<file path="config.mk">
export PLATFORM = sky130hd
export DESIGN_NAME = alu_control_sequencer_flat
export DESIGN_NICKNAME = d
export VERILOG_FILES = /design/src/rtl/alu_control_sequencer_if.sv /design/src/rtl/alu_control_sequencer.sv /design/src/flat_wrapper.sv
export SDC_FILE = /design/constraint.sdc
export NUM_CORES = 1
export LEC_CHECK = 0
export ABC_AREA = 1
export BUFFER_PORTS_ARGS = -buffer_cell sky130_fd_sc_hd__buf_2
export CORE_UTILIZATION = 38
export CTS_CLUSTER_DIAMETER = 150
export DETAILED_ROUTE_END_ITERATION = 12
export PLACE_DENSITY = 0.72
export REMOVE_ABC_BUFFERS = 1
export SYNTH_ARGS = -nofsm -noshare
export SYNTH_HDL_FRONTEND = slang
export SYNTH_SLANG_ARGS = --single-unit
</file>
<file path="constraint.sdc">
create_clock -name clk -period 1.2 [get_ports clk]
set_clock_uncertainty 0.1 [all_clocks]
set_input_delay 0.12 -clock clk [delete_from_list [all_inputs] [get_ports clk]]
set_output_delay 0.12 -clock clk [all_outputs]
set_load 0.03 [all_outputs]
</file>
<file path="src/rtl/alu_control_sequencer_if.sv">
// Control bus between the microstep sequencer and the SAP datapath/ALU.
// Carries the opcode and ALU flags in, and every load/drive strobe out.
// master = sequencer side, slave = datapath side.
interface alu_control_sequencer_if;
    logic [3:0] opcode;
    logic [1:0] flag_in;
    logic [2:0] step;
    logic       halted;
    logic       hlt;
    logic       mi;
    logic       ri;
    logic       ro;
    logic       io;
    logic       ii;
    logic       ai;
    logic       ao;
    logic       bi;
    logic       oi;
    logic       ce;
    logic       co;
    logic       j;
    logic       eo_n;
    logic       su;
    logic       fi_n;

    modport master (
        input  opcode, flag_in,
        output step, halted, hlt, mi, ri, ro, io, ii, ai, ao, bi, oi,
               ce, co, j, eo_n, su, fi_n
    );

    modport slave (
        output opcode, flag_in,
        input  step, halted, hlt, mi, ri, ro, io, ii, ai, ao, bi, oi,
               ce, co, j, eo_n, su, fi_n
    );
endinterface

</file>
<file path="src/rtl/alu_control_sequencer.sv">
// Microstep sequencer and instruction decoder driving SAP bus strobes and ALU controls.
// Latency: strobes are a zero-latency decode of the current step; step advances every edge.
// No backpressure: runs free until HLT, then freezes with hlt asserted until clr.
module alu_control_sequencer #(
    parameter int STEPS      = 5,
    parameter int FLAG_C_BIT = 1,
    parameter int FLAG_Z_BIT = 0
) (
    input  logic                        clk,
    input  logic                        clr,
    alu_control_sequencer_if.master     bus
);

    localparam logic [2:0] LAST_STEP = 3'(STEPS - 1);

    localparam logic [3:0] OP_LDA = 4'b0001;
    localparam logic [3:0] OP_ADD = 4'b0010;
    localparam logic [3:0] OP_SUB = 4'b0011;
    localparam logic [3:0] OP_STA = 4'b0100;
    localparam logic [3:0] OP_LDI = 4'b0101;
    localparam logic [3:0] OP_JMP = 4'b0110;
    localparam logic [3:0] OP_JC  = 4'b0111;
    localparam logic [3:0] OP_JZ  = 4'b1000;
    localparam logic [3:0] OP_OUT = 4'b1110;
    localparam logic [3:0] OP_HLT = 4'b1111;

    typedef enum logic {
        ST_RUN  = 1'b0,
        ST_HALT = 1'b1
    } state_t;

    state_t     state_q, state_d;
    logic [2:0] step_q, step_d;

    // State and step registers; clr wins over halt and every other event.
    always_ff @(posedge clk) begin
        if (clr) begin
            state_q <= ST_RUN;
            step_q  <= 3'd0;
        end else begin
            state_q <= state_d;
            step_q  <= step_d;
        end
    end

    // Next state: step wraps at LAST_STEP; HLT in T2 enters the halted state, which freezes step.
    always_comb begin
        state_d = state_q;
        step_d  = step_q;
        if (state_q == ST_RUN) begin
            step_d = (step_q == LAST_STEP) ? 3'd0 : step_q + 3'd1;
            if (step_q == 3'd2 && bus.opcode == OP_HLT) begin
                state_d = ST_HALT;
            end
        end
    end

    assign bus.step   = step_q;
    assign bus.halted = (state_q == ST_HALT);

    // Strobe decode from {step, opcode, flags, halted}; clr forces everything inactive.
    always_comb begin
        bus.hlt  = 1'b0;
        bus.mi   = 1'b0;
        bus.ri   = 1'b0;
        bus.ro   = 1'b0;
        bus.io   = 1'b0;
        bus.ii   = 1'b0;
        bus.ai   = 1'b0;
        bus.ao   = 1'b0;
        bus.bi   = 1'b0;
        bus.oi   = 1'b0;
        bus.ce   = 1'b0;
        bus.co   = 1'b0;
        bus.j    = 1'b0;
        bus.eo_n = 1'b1;
        bus.su   = 1'b0;
        bus.fi_n = 1'b1;
        if (!clr) begin
            if (state_q == ST_HALT) begin
                bus.hlt = 1'b1;
            end else begin
                case (step_q)
                    3'd0: begin
                        bus.co = 1'b1;
                        bus.mi = 1'b1;
                    end
                    3'd1: begin
                        bus.ro = 1'b1;
                        bus.ii = 1'b1;
                        bus.ce = 1'b1;
                    end
                    3'd2: begin
                        case (bus.opcode)
                            OP_LDA, OP_ADD, OP_SUB, OP_STA: begin
                                bus.io = 1'b1;
                                bus.mi = 1'b1;
                            end
                            OP_LDI: begin
                                bus.io = 1'b1;
                                bus.ai = 1'b1;
                            end
                            OP_JMP: begin
                                bus.io = 1'b1;
                                bus.j  = 1'b1;
                            end
                            // Conditional jumps see the flags latched by the last ADD/SUB.
                            OP_JC: begin
                                bus.io = bus.flag_in[FLAG_C_BIT];
                                bus.j  = bus.flag_in[FLAG_C_BIT];
                            end
                            OP_JZ: begin
                                bus.io = bus.flag_in[FLAG_Z_BIT];
                                bus.j  = bus.flag_in[FLAG_Z_BIT];
                            end
                            OP_OUT: begin
                                bus.ao = 1'b1;
                                bus.oi = 1'b1;
                            end
                            OP_HLT: begin
                                bus.hlt = 1'b1;
                            end
                            default: ;
                        endcase
                    end
                    3'd3: begin
                        case (bus.opcode)
                            OP_LDA: begin
                                bus.ro = 1'b1;
                                bus.ai = 1'b1;
                            end
                            OP_ADD, OP_SUB: begin
                                bus.ro = 1'b1;
                                bus.bi = 1'b1;
                            end
                            OP_STA: begin
                                bus.ao = 1'b1;
                                bus.ri = 1'b1;
                            end
                            default: ;
                        endcase
                    end
                    3'd4: begin
                        // ALU result onto the bus into A; flags latch at the end of this step.
                        if (bus.opcode == OP_ADD || bus.opcode == OP_SUB) begin
                            bus.eo_n = 1'b0;
                            bus.ai   = 1'b1;
                            bus.fi_n = 1'b0;
                            bus.su   = (bus.opcode == OP_SUB);
                        end
                    end
                    default: ;
                endcase
            end
        end
    end

endmodule
</file>
<file path="src/flat_wrapper.sv">
// flat-port wrapper written by rule: the top's interface ports become plain ports
module alu_control_sequencer_flat 
#(
    parameter int STEPS      = 5,
    parameter int FLAG_C_BIT = 1,
    parameter int FLAG_Z_BIT = 0
)
  (clk, clr, bus_opcode, bus_flag_in, bus_step, bus_halted, bus_hlt, bus_mi, bus_ri, bus_ro, bus_io, bus_ii, bus_ai, bus_ao, bus_bi, bus_oi, bus_ce, bus_co, bus_j, bus_eo_n, bus_su, bus_fi_n);
  alu_control_sequencer_if bus_i ();
  input  logic clk;
  input  logic clr;
  input wire logic [$bits(bus_i.opcode)-1:0] bus_opcode;
  input wire logic [$bits(bus_i.flag_in)-1:0] bus_flag_in;
  output wire logic [$bits(bus_i.step)-1:0] bus_step;
  output wire logic [$bits(bus_i.halted)-1:0] bus_halted;
  output wire logic [$bits(bus_i.hlt)-1:0] bus_hlt;
  output wire logic [$bits(bus_i.mi)-1:0] bus_mi;
  output wire logic [$bits(bus_i.ri)-1:0] bus_ri;
  output wire logic [$bits(bus_i.ro)-1:0] bus_ro;
  output wire logic [$bits(bus_i.io)-1:0] bus_io;
  output wire logic [$bits(bus_i.ii)-1:0] bus_ii;
  output wire logic [$bits(bus_i.ai)-1:0] bus_ai;
  output wire logic [$bits(bus_i.ao)-1:0] bus_ao;
  output wire logic [$bits(bus_i.bi)-1:0] bus_bi;
  output wire logic [$bits(bus_i.oi)-1:0] bus_oi;
  output wire logic [$bits(bus_i.ce)-1:0] bus_ce;
  output wire logic [$bits(bus_i.co)-1:0] bus_co;
  output wire logic [$bits(bus_i.j)-1:0] bus_j;
  output wire logic [$bits(bus_i.eo_n)-1:0] bus_eo_n;
  output wire logic [$bits(bus_i.su)-1:0] bus_su;
  output wire logic [$bits(bus_i.fi_n)-1:0] bus_fi_n;
  assign bus_i.opcode = bus_opcode;
  assign bus_i.flag_in = bus_flag_in;
  assign bus_step = bus_i.step;
  assign bus_halted = bus_i.halted;
  assign bus_hlt = bus_i.hlt;
  assign bus_mi = bus_i.mi;
  assign bus_ri = bus_i.ri;
  assign bus_ro = bus_i.ro;
  assign bus_io = bus_i.io;
  assign bus_ii = bus_i.ii;
  assign bus_ai = bus_i.ai;
  assign bus_ao = bus_i.ao;
  assign bus_bi = bus_i.bi;
  assign bus_oi = bus_i.oi;
  assign bus_ce = bus_i.ce;
  assign bus_co = bus_i.co;
  assign bus_j = bus_i.j;
  assign bus_eo_n = bus_i.eo_n;
  assign bus_su = bus_i.su;
  assign bus_fi_n = bus_i.fi_n;
  alu_control_sequencer #(.STEPS(STEPS), .FLAG_C_BIT(FLAG_C_BIT), .FLAG_Z_BIT(FLAG_Z_BIT)) u_core (.clk(clk), .clr(clr), .bus(bus_i));
endmodule
</file>
==> impl_metrics.json, run 1 <==
{
  "vdd_drop_max_mv": 0.702,
  "portBuffers": 27,
  "placed_cells": 147,
  "hold_path_class": "input pin to flop",
  "status": "finished with violations",
  "grt_pass1_wl_mm": 3.01,
  "clkSinkCount": 4,
  "clk-insertion-delay-late_ns": 0.25,
  "area.sequential_um2": 88.8,
  "yosysSeqAreaShare_pct": 15.2,
  "comb_power_share_pct": 63.5,
  "grt_pass1_vias": 693,
  "vias": 852,
  "fillers": 52,
  "worst_pin_slew_ns": 0.309,
  "die_x_um": 39.2,
  "clkPwrFrac_pct": 18.5,
  "vias_per_cell": 5.39,
  "powerDensity_nw_per_um2": 809,
  "cellLeakagePower_nw": 0.582,
  "clock_path_buffers": 2,
  "fin_crit_ns": 1.66,
  "whs_ns": 0.139,
  "drive_gt1_share_pct": 67.8,
  "maxCapViolCount": 0,
  "post-place-ws_ns": -0.306,
  "antennaDiodeCount": 0,
  "crit_fanout": 4,
  "gp_congestion": 0.810,
  "netlist-cell-type-count": 16,
  "cp.arrival_ns": 1.44,
  "ant_nets": 0,
  "seqPwrFrac_pct": 18.0,
  "fin_ws_ns": -0.455,
  "critical_path_required_ns": 0.98,
  "period_share_pct": 138,
  "core_area_um2": 1300,
  "grt_overflow": 0,
  "synthesis.instances": 92,
  "hold_violations": 0,
  "cts_tree": "done",
  "rows": 13,
  "worst-setup-path-type": "flop to output pin",
  "antenna_found_initial": 0,
  "sw_frac_of_total_pct": 44.5,
  "drc": 0,
  "dieArea_um2": 1540,
  "drt_wl_total_mm": 2.68,
  "drtIter0Drc": 32,
  "p_int_w": 0.000538,
  "grt_start_max_net_pins": 8,
  "drv_slew": 0,
  "wl_per_cell_um": 16.9,
  "synth_area_um2": 526,
  "net-switching-power_w": 0.000431,
  "yosys_warnings": 0,
  "failed_checks": "setup timing",
  "cts_htree_levels": 1,
  "final_util_pct": 92.0,
  "ys_ff_latch": 4,
  "instances_no_fill": 158,
  "dr.pass1.iters": 4,
  "io_pins": 28,
  "fin_nets": 158,
  "syn_area_per_cell_um2": 5.71,
  "setup_viol": 18,
  "cts-root-buf": "clkbuf_4",
  "grtUsageTotal_pct": 29.3,
  "clk_pin_slew_ns": 0.04,
  "multi_input_area_um2": 569,
  "layout_commonest_cell": "buf_4",
  "start_kind": "flop",
  "die_y_um": 39.2,
  "clock.fmax_mhz": 604,
  "cp-end-kind": "output pin",
  "area_growth_pct": 128,
  "layout.cells.most_common_list": "buf_4, buf_6, nand2_1",
  "slew_headroom_pct": 79.3,
  "numCtsBuffers": 3,
  "dpl.hpwl_mm": 1.17,
  "rsz0062_at_grt": "true",
  "finalSetupTns_ns": -6.31,
  "start_util_pct": 40.4
}
-- state kept, by name (all words and copies together), names as in the netlist --
signal             count
u_core.bus.step        3
u_core.bus.halted      1
-- logic make-up after synthesis --
group | Yosys count | share of synthesized area, %
buffers and inverters | 19 | 15.0
and+or+nand+nor | 54 | 46.7
DFF | 4 | 15.2
adders and majority gates | 5 | 11.9
AOI/OAI and AO/OA | 10 | 11.2
-- stage by stage --
stage               power [W]  area [µm²]
global route          0.00100        1200
floorplan            0.000359         510
CTS                  0.000797        1010
finish               0.000969        1200
global placement     0.000498         777
detailed placement   0.000503         777
-- layer usage --
metal,global-route usage (%),vias to the layer above,part of all wire [%]
met1,30.8,396,37
met4,8.62,0,2.7
met2,60.8,56,54
met3,0,8,6.0
li1,-,392,-
met5,0,-,0
-- worst paths after layout --
check / start / end / slack [ns] / depth (start not counted)
hold / removal: clr / u_core.bus.step[0]$_SDFFE_PP0N_ / 0.14 / 3
setup reg to reg: u_core.bus.step[1]$_SDFFE_PP0N_ / u_core.bus.step[2]$_SDFFE_PP0N_ / -0.04 / 5
setup / recovery: u_core.bus.step[1]$_SDFFE_PP0N_ / bus_ai / -0.46 / 7
hold reg to reg: u_core.bus.halted$_SDFF_PP0_ / u_core.bus.step[1]$_SDFFE_PP0N_ / 0.51 / 3
-- what timing repair did --
| action | 4_1_cts | 5_1_grt |
|---|---|---|
| hold buffers | 0 | 0 |
| pin swaps | 12 | 20 |
| gates resized for setup | 62 | 37 |
| buffers inserted | 2 | 8 |
| endpoints found under the setup margin | 20 | 22 |
-- synth_stat cells, drive strengths merged --
cell	n	area [µm²]
a21oi	6	30.0
nand2	23	93.8
nor4	1	6.26
dfxtp	4	80.1
inv	17	63.8
nand3	11	55.1
o21ai	3	22.5
nor2	17	78.8
nand4	1	6.26
o22ai	1	6.26
ha	5	62.6
buf	2	15.0
nor3	1	5.00
-- power groups by stage --
stage / Combinational, W / Sequential [W] / Clock [W]
after floorplan: 0.000171 / 0.000187 / 0
after global placement: 0.000339 / 0.000159 / 0
after detailed placement: 0.000343 / 0.000160 / 0
after CTS: 0.000457 / 0.000169 / 0.000171
after global routing: 0.000638 / 0.000176 / 0.000190
final: 0.000615 / 0.000174 / 0.000180
-- worst max-delay path: stages, from the launching register on --
cell and delay (ns):
dfxtp_4 0.37, ha_4 0.18, ha_4 0.17, nand3_1 0.07, nand2_1 0.06, nor2_1 0.12, nor2_1 0.05, buf_4 0.16
-- cell type report --
| class | instances | area share [%] |
|---|---|---|
| Timing Repair Buffer | 50 | 34.8 |
| Multi-Input combinational cell | 69 | 47.5 |
| Tap cell | 15 | 1.57 |
| Inverter | 17 | 6.79 |
| Clock buffer | 3 | 1.88 |
| Sequential cell | 4 | 7.42 |
No activity file was read; power rests on OpenSTA's default activity.
==> inputs of run 2 (changes only) <==
Clock period 1.2 ns to 1.4 ns, I/O delays scaled along.
==> run 2 against run 1 <==
  * The flow still finishes with violations (setup timing)
  * Flip-flop and latch count unchanged
  * Worst setup slack better by 0.16 ns
  * Combinational power down 31%
  * Utilization down 12 points
  * Clock-buffer cell count stayed put
  * Critical path depth unchanged
  * Die area is the same
  * Critical path type unchanged
  * Largest cell class unchanged
==> impl_metrics.json, run 2 (synthesis results as in run 1) <==
{
  "status": "finished with violations",
  "ant_nets": 0,
  "placed_cells": 143,
  "core_area_um2": 1300,
  "grt_overflow": 0,
  "failed_checks": "setup timing",
  "clk-insertion-delay-late_ns": 0.23,
  "slew_headroom_pct": 78.9,
  "drc": 0,
  "r2r_start": "u_core.bus.step[1]$_SDFFE_PP0N_",
  "grtUsageTotal_pct": 25.9,
  "drt_wl_total_mm": 1.89,
  "holdPathStages": 2,
  "largest_reg_flops": 3,
  "ff2ff_setup_slack_ns": 0.23,
  "comb_power_share_pct": 59.8,
  "die_x_um": 39.2,
  "p_int_w": 0.000405,
  "wl_per_cell_um": 12.6,
  "grt_start_max_net_pins": 8,
  "crit_fanout": 4,
  "antennaDiodeCount": 0,
  "fillers": 79,
  "grt_pass1_wl_mm": 2.68,
  "dr.pass1.iters": 4,
  "dieArea_um2": 1540,
  "area_growth_pct": 98.8,
  "worst_pin_slew_ns": 0.315,
  "vias_per_cell": 5.21,
  "io_pins": 28,
  "crit_path_max_incr_delay_ns": 0.37,
  "cp-end-kind": "output pin",
  "fin_nets": 150,
  "clkSinkCount": 4,
  "antenna_found_initial": 0,
  "hold_end": "u_core.bus.step[1]$_SDFFE_PP0N_",
  "seqPwrFrac_pct": 20.5,
  "hold_path_class": "input pin to flop",
  "rsz0062_at_grt": "true",
  "maxCapViolCount": 0,
  "cp.arrival_ns": 1.46,
  "reg2reg_depth": 6,
  "cts_tree": "done",
  "power_w": 0.000706,
  "net-switching-power_w": 0.000301,
  "dpl.hpwl_mm": 1.12,
  "sw_frac_of_total_pct": 42.7,
  "clkPwrFrac_pct": 19.7,
  "portBuffers": 27,
  "hold_start": "clr",
  "gp_congestion": 0.814,
  "cp_common_cell": "buf_6",
  "clock.fmax_mhz": 589,
  "setup_viol": 16,
  "worst-setup-path-type": "flop to output pin",
  "vdd_drop_max_mv": 0.515,
  "period_share_pct": 121,
  "cts-root-buf": "clkbuf_4",
  "layout.cells.most_common_list": "nand2_1, buf_4, buf_6",
  "clk_pin_slew_ns": 0.04,
  "fin_area_um2": 1040,
  "die_y_um": 39.2,
  "crit_family": "flip-flops",
  "drive_gt1_share_pct": 58.5,
  "fin_ws_ns": -0.299,
  "layout_commonest_cell": "nand2_1",
  "clock_path_buffers": 2,
  "cts_hold_buf": 0,
  "rows": 13,
  "grt_pass1_vias": 649,
  "instances_no_fill": 150,
  "start_kind": "flop",
  "r2r_end": "u_core.bus.halted$_SDFF_PP0_",
  "dpl-instance-area_um2": 747,
  "cellLeakagePower_nw": 0.521,
  "cts_htree_levels": 1,
  "fin_crit_ns": 1.70,
  "numCtsBuffers": 3,
  "drtIter0Drc": 15,
  "start_util_pct": 40.4,
  "critical_path_required_ns": 1.16,
  "final_util_pct": 80.3,
  "critPathBufInv": 3,
  "worstPathCellList": "buf_6 -> ha_4 -> nand2_4 -> inv_4 -> nand3_1 -> a21oi_2 -> buf_6",
  "drv_slew": 0,
  "cp_slowest_cell": "dfxtp_4",
  "powerDensity_nw_per_um2": 676,
  "vias": 781,
  "hold_violations": 0
}
## run 2: how the worst max path moves through the flow
stage | from | to | slack [ns] | cells after the start
detailed placement | u_core.bus.step[1]$_SDFFE_PP0N_ | bus_bi | -0.09 | 5
floorplan | u_core.bus.step[0]$_SDFFE_PP0N_ | bus_su | -1.02 | 6
CTS | u_core.bus.step[1]$_SDFFE_PP0N_ | bus_bi | -0.26 | 5
global route | u_core.bus.step[1]$_SDFFE_PP0N_ | bus_ao | -0.34 | 7
finish | u_core.bus.step[1]$_SDFFE_PP0N_ | bus_ao | -0.30 | 7
global placement | u_core.bus.step[0]$_SDFFE_PP0N_ | bus_mi | -0.09 | 9
## run 2: per-layer routing
metal  global-route usage, %  routed length, µm  up-vias
met5                       0                  0        -
met4                    15.5                 21        0
met3                    3.47                113        4
met2                    43.8                960       37
met1                    30.4                792      360
li1                        -                  -      380
## run 2: power groups by stage
stage	Combinational [W]	Clock (W)	Sequential (W)
finish	0.000422	0.000139	0.000145
global placement	0.000284	0	0.000136
floorplan	0.000147	0	0.000161
CTS	0.000358	0.000145	0.000143
detailed placement	0.000288	0	0.000137
global route	0.000453	0.000153	0.000146
## run 2: through the flow
stage / hold WS (ns) / worst slack, ns / setup TNS [ns]
detailed placement: 0.320 / -0.0946 / -0.507
floorplan: 0.109 / -1.02 / -6.49
CTS: 0.0700 / -0.265 / -2.78
global route: 0.114 / -0.341 / -3.65
finish: 0.0922 / -0.299 / -2.73
global placement: 0.318 / -0.0872 / -0.384
## run 2: what timing repair did
item                       in CTS  in global routing
pin swaps                       7                 12
gates resized for setup        50                 26
setup endpoints to repair      16                 16
buffers inserted                2                  2
## run 2: worst reg2reg max path, delay by kind of cell (launching register included)
family / cells / cell delay, ns
buffers and inverters: 2 / 0.17
flip-flops: 1 / 0.37
AND/OR/NAND/NOR: 2 / 0.16
AO/OA/AOI/OAI: 1 / 0.14
adder cells (fa/ha/maj): 1 / 0.15
## run 2: layout make-up
class	count	area [µm²]	area share [%]
Tap cell	15	18.8	1.80
Timing Repair Buffer	42	340	32.6
Clock buffer	3	22.5	2.16
Multi-Input combinational cell	69	503	48.1
Sequential cell	4	88.8	8.50
Inverter	17	71.3	6.83
